## src/rtl/ps2_keyboard_decoder_if.sv

```systemverilog
// PS/2 pins in, decoded held-key state and event strobes out.
interface ps2_keyboard_decoder_if;
  logic       ps2_clk;
  logic       ps2_data;
  logic [7:0] key_code;
  logic       key_extended;
  logic       make_pulse;
  logic       break_pulse;
  logic       frame_error;

  modport master (
    output ps2_clk, ps2_data,
    input  key_code, key_extended, make_pulse, break_pulse, frame_error
  );

  modport slave (
    input  ps2_clk, ps2_data,
    output key_code, key_extended, make_pulse, break_pulse, frame_error
  );
endinterface

```

## src/rtl/ps2_keyboard_decoder.sv

```systemverilog
// PS/2 keyboard receiver: synchronizes the lines, deframes 11-bit packets,
// folds E0/F0 prefixes into a held-key code for sprite control.
module ps2_keyboard_decoder #(
  parameter int TIMEOUT_CYCLES = 100000
) (
  input  logic                    clk,
  input  logic                    reset,
  ps2_keyboard_decoder_if.slave   bus
);

  localparam int TW = (TIMEOUT_CYCLES > 2) ? $clog2(TIMEOUT_CYCLES) : 1;
  localparam logic [TW-1:0] TO_MAX = TW'(TIMEOUT_CYCLES - 1);

  typedef enum logic [1:0] {IDLE, DATA, PARITY, STOP} state_t;

  state_t        state;
  logic          clk_m, clk_s, clk_d, data_m, data_s;
  logic [2:0]    bit_cnt;
  logic [7:0]    shreg;
  logic          par_bit;
  logic [TW-1:0] to_cnt;
  logic          ext_flag, brk_flag;
  logic [7:0]    key_code;
  logic          key_extended, make_pulse, break_pulse, frame_error;
  logic          fall;

  assign fall = clk_d & ~clk_s;

  always_ff @(posedge clk) begin
    if (reset) begin
      clk_m        <= 1'b1;
      clk_s        <= 1'b1;
      clk_d        <= 1'b1;
      data_m       <= 1'b1;
      data_s       <= 1'b1;
      state        <= IDLE;
      bit_cnt      <= '0;
      shreg        <= '0;
      par_bit      <= 1'b0;
      to_cnt       <= '0;
      ext_flag     <= 1'b0;
      brk_flag     <= 1'b0;
      key_code     <= '0;
      key_extended <= 1'b0;
      make_pulse   <= 1'b0;
      break_pulse  <= 1'b0;
      frame_error  <= 1'b0;
    end else begin
      clk_m  <= bus.ps2_clk;
      clk_s  <= clk_m;
      clk_d  <= clk_s;
      data_m <= bus.ps2_data;
      data_s <= data_m;

      make_pulse  <= 1'b0;
      break_pulse <= 1'b0;
      frame_error <= 1'b0;

      if (fall || state == IDLE) to_cnt <= '0;
      else                       to_cnt <= to_cnt + 1'b1;

      // An edge on the threshold cycle wins over the timeout.
      if (fall) begin
        case (state)
          IDLE: if (!data_s) begin
            state   <= DATA;
            bit_cnt <= '0;
          end
          DATA: begin
            shreg   <= {data_s, shreg[7:1]};
            bit_cnt <= bit_cnt + 3'd1;
            if (bit_cnt == 3'd7) state <= PARITY;
          end
          PARITY: begin
            par_bit <= data_s;
            state   <= STOP;
          end
          STOP: begin
            state <= IDLE;
            if (data_s && (^{shreg, par_bit})) begin
              if (shreg == 8'hE0)      ext_flag <= 1'b1;
              else if (shreg == 8'hF0) brk_flag <= 1'b1;
              else begin
                ext_flag <= 1'b0;
                brk_flag <= 1'b0;
                if (!brk_flag) begin
                  key_code     <= shreg;
                  key_extended <= ext_flag;
                  make_pulse   <= 1'b1;
                end else begin
                  break_pulse <= 1'b1;
                  // Only releasing the held key (same code and prefix) clears it.
                  if (shreg == key_code && ext_flag == key_extended) begin
                    key_code     <= '0;
                    key_extended <= 1'b0;
                  end
                end
              end
            end else begin
              frame_error <= 1'b1;
              ext_flag    <= 1'b0;
              brk_flag    <= 1'b0;
            end
          end
          default: state <= IDLE;
        endcase
      end else if (state != IDLE && to_cnt == TO_MAX) begin
        state       <= IDLE;
        to_cnt      <= '0;
        frame_error <= 1'b1;
        ext_flag    <= 1'b0;
        brk_flag    <= 1'b0;
      end
    end
  end

  assign bus.key_code     = key_code;
  assign bus.key_extended = key_extended;
  assign bus.make_pulse   = make_pulse;
  assign bus.break_pulse  = break_pulse;
  assign bus.frame_error  = frame_error;

endmodule

```

## src/flat_wrapper.sv

```systemverilog
// flat-port wrapper written by rule: the top's interface ports become plain ports
module ps2_keyboard_decoder_flat 
#(
  parameter int TIMEOUT_CYCLES = 100000
)
  (clk, reset, bus_ps2_clk, bus_ps2_data, bus_key_code, bus_key_extended, bus_make_pulse, bus_break_pulse, bus_frame_error);
  ps2_keyboard_decoder_if bus_i ();
  input  logic clk;
  input  logic reset;
  input wire logic [$bits(bus_i.ps2_clk)-1:0] bus_ps2_clk;
  input wire logic [$bits(bus_i.ps2_data)-1:0] bus_ps2_data;
  output wire logic [$bits(bus_i.key_code)-1:0] bus_key_code;
  output wire logic [$bits(bus_i.key_extended)-1:0] bus_key_extended;
  output wire logic [$bits(bus_i.make_pulse)-1:0] bus_make_pulse;
  output wire logic [$bits(bus_i.break_pulse)-1:0] bus_break_pulse;
  output wire logic [$bits(bus_i.frame_error)-1:0] bus_frame_error;
  assign bus_i.ps2_clk = bus_ps2_clk;
  assign bus_i.ps2_data = bus_ps2_data;
  assign bus_key_code = bus_i.key_code;
  assign bus_key_extended = bus_i.key_extended;
  assign bus_make_pulse = bus_i.make_pulse;
  assign bus_break_pulse = bus_i.break_pulse;
  assign bus_frame_error = bus_i.frame_error;
  ps2_keyboard_decoder #(.TIMEOUT_CYCLES(TIMEOUT_CYCLES)) u_core (.clk(clk), .reset(reset), .bus(bus_i));
endmodule
```

## config.mk

```make
export PLATFORM = sky130hd
export DESIGN_NAME = ps2_keyboard_decoder_flat
export DESIGN_NICKNAME = d
export VERILOG_FILES = /design/src/rtl/ps2_keyboard_decoder_if.sv /design/src/rtl/ps2_keyboard_decoder.sv /design/src/flat_wrapper.sv
export SDC_FILE = /design/constraint.sdc
export NUM_CORES = 1
export LEC_CHECK = 0
export CAP_MARGIN = 20
export CELL_PAD_IN_SITES_DETAIL_PLACEMENT = 1
export CELL_PAD_IN_SITES_GLOBAL_PLACEMENT = 1
export CORE_ASPECT_RATIO = 0.75
export CORE_MARGIN = 3
export CORE_UTILIZATION = 35
export DETAILED_ROUTE_END_ITERATION = 6
export PLACE_DENSITY_LB_ADDON = 0.1
export SYNTH_ARGS = -nofsm -noshare
export SYNTH_HDL_FRONTEND = slang
export SYNTH_SLANG_ARGS = --single-unit
```

## constraint.sdc

```tcl
create_clock -name clk -period 2.4 [get_ports clk]
set_input_delay 0.36 -clock clk [delete_from_list [all_inputs] [get_ports clk]]
set_output_delay 0.36 -clock clk [all_outputs]
set_load 0.02 [all_outputs]
```

==> results.toml <==
[status]
status = "complete, no violations"

[synth]
synthArstFlopShare_pct = 0
synth_edf_count = 0
synthCells = 251
synthesis.area_um2 = 2350
yosysMostFrequentCell = "dfxtp_1"
synth_nets = 262
synthTopCellsByCount = "dfxtp_1 (50), nand2_1 (24), nor2_1 (22)"
synth_top_cell_by_area = "dfxtp_1"
synth_flop_cell = "dfxtp_1"
yosysTopAreaCellShare_pct = 42.60
synth_cell_type_count = 41
avgSynthCellArea_um2 = 9.362
synth_seq_cells = 50
seq_area_frac_synth_pct = 42.60
synth_area_leaders = "dfxtp_1 (43%), xnor2_1 (5.2%), a21oi_1 (4.3%)"
synth-warning-count = 0

[die]
rows = 25
die-area_um2 = 7743
core-area_um2 = 6412
start_util_pct = 36.64
die_h_um = 76.96
ioPinCount = 16
die_x_um = 100.6

[sta]
hold_viol_final = 0
period_minus_slack_ps = 2300
maxSlewHeadroom_pct = 61.93
tightest_slew_ps = 571.1
postLayoutSetupSlackWorst_ps = 100.4
setup_tns_ps = 0
fin_skew_ps = 4.021
timing.final.crit_share_pct = 95.82
finalSetupViolations = 0
drv_slew = 0
fmax_mhz = 434.9
rsz0062_at_grt = "no"

[critical_path]
crit_path_start_kind = "register"
critical-path-top-delay-family = "compound AO/OA/AOI/OAI gates"
path_max_fanout = 9
r2r_start = "u_core.par_bit"
cp.arrival_ps = 2550
slowest_stage = "xor3_1"
crit_type = "reg2reg"
crit_required_ps = 2650
crit_path_max_incr_delay_ps = 430
cp-end-kind = "register"
path_buf_inv = 1
crit_chain = "xor3_1, xnor3_4, buf_4, a21oi_1, a2111oi_4, a21oi_2, a22o_1"
critPathLaunch = "u_core.par_bit"

[clocking]
cts_sinks = 50
numCtsBuffers = 5
clkLatencyLatePin_ps = 300
cts_tree = "yes"
clk_pin_slew_ps = 90
hold_buffers = 0
clockRootBuffer = "clkbuf_8"
h-tree-depth = 2
cts_max_path_buffers = 2

[flow_run]
drv_cap = 0

[power]
power.internal_uw = 1153
combPwrFrac_pct = 2.2
power_density_nw_per_um2 = 530.9
seqPwrFrac_pct = 57.2
p_sw_uw = 306.9
leakage_uw = 0.0009552
pwr-share-clk_pct = 40.6
ir_worst_vdd_mv = 0.3234
p_sw_share_pct = 21.03

[layout]
nFillCells = 743
nNetsFinal = 285
post-route-util_pct = 42.87
drive_gt1_share_pct = 15.64
area_growth_pct = 16.99
num_antenna_cells = 0

[placement]
place_ws_ps = 28.03
gp_congestion = 0.7344
port_buffers = 15
hpwlAfterDp_mm = 3.722

[global_route]
grt_max_degree = 27
overflow = 0
antenna_found_initial = 0
grt_pass1_wl_mm = 8.611
grtUsageTotal_pct = 14.00
grt_pass1_vias = 1733

[routing]
drt-initial-drc-count = 40
drtPass1Iterations = 4
wl_per_cell_um = 14.28
drc = 0
num_vias = 1773
via_per_inst = 4.980
routed_wl_mm = 5.085
ant_nets = 0

[min_path]
hp-start = "u_core.data_m"
hp-class = "reg2reg"
[cell families (layout without fill, tap and decap cells)]
group / count (synthesis) / in the layout / share of synthesized area [%]
XOR/XNOR: 28 / 28 / 12.41
multiplexers: 3 / 3 / 1.491
flip-flops: 50 / 50 / 42.60
AO/OA/AOI/OAI: 38 / 38 / 11.02
AND/OR/NAND/NOR: 105 / 105 / 23.11
adder cells (fa/ha/maj): 7 / 7 / 3.727
buffers and inverters: 20 / 44 / 5.644
[worst register-to-register path, delay by kind of cell, from the launching register on]
family	cells	cell delay, ps
AOI/OAI and AO/OA	4	960
xor gates and xnor gates	2	760
buffers and inverters	1	160
DFF	1	370
[path summary, 6_finish.rpt]
kind,to,slack (ps),cells after the start
worst max register to register,u_core.bus.key_code[7],100,7
worst min register to register,u_core.data_s,420,1
worst min-delay path,u_core.data_s,420,1
worst max-delay path,u_core.bus.key_code[7],100,7
[layer usage]
metal	up-vias	wire length, um	global-route usage [%]
met1	847	2858	21.36
met3	7	124	3.273
li1	904	-	-
met5	-	0	0
met2	15	2035	19.05
met4	0	67	4.441
[repair_timing]
action                                 4_1_cts  5_1_grt
gates resized for setup                      3        5
endpoints found under the hold margin        0        0
setup buffers                                0        2
pin swaps                                    1        3
setup endpoints to repair                    9        9
[cell usage in the layout, fill, tap and decap left out, types with 2 or more instances in the layout]
cell	count
o21ai_0	4
a21oi_1	20
or3_1	5
xnor2_1	11
xor2_1	11
dfxtp_1	48
clkinv_2	2
ha_1	7
nand4_1	6
nor3_1	7
or4_1	2
xnor2_2	3
nand3_1	18
dfxtp_2	2
or2_2	6
a211oi_1	2
nand2_1	24
inv_1	6
nor2_1	22
clkbuf_8	5
or2b_2	2
clkdlybuf4s50_1	15
buf_4	13
buf_6	2
nand2b_1	3
mux2i_1	2
a22o_1	9
[flip-flops by register name, summed over array words and instances, names as in the netlist, 2 cells and up]
name and count:
u_core.shreg 8, u_core.bit_cnt 3, u_core.state 2, u_core.to_cnt 17
u_core.bus.key_code 8
[cell type report]
type	count	area, um^2	area share, %
clock inverters	3	40.04	1.457
well taps	81	101.3	3.687
flip-flops and latches	50	1003	36.50
multi-input cells	181	1242	45.20
clock buffers	5	68.82	2.503
repair buffers	30	270.3	9.832
inverters	6	22.52	0.8193
[power groups by stage]
stage / sequential [uW] / clock (uW) / combinational [uW]
final: 835 / 592 / 32.2
after global routing: 836 / 647 / 35.6
after CTS: 835 / 613 / 32.8
after detailed placement: 855 / 0 / 32.4
after global placement: 855 / 0 / 32.2
after floorplan: 854 / 0 / 22.5
[stage by stage]
| step | std cells | total power (uW) | instance area, um^2 | hold WS [ps] |
|---|---|---|---|---|
| floorplan | 251 | 876.4 | 2350 | 389.5 |
| global placement | 346 | 887.0 | 2589 | 395.4 |
| detailed placement | 346 | 887.1 | 2589 | 399.6 |
| CTS | 354 | 1481 | 2714 | 425.4 |
| global route | 356 | 1519 | 2749 | 431.8 |
| finish | 356 | 1459 | 2749 | 423.3 |
(Power assumes the default switching activity.)
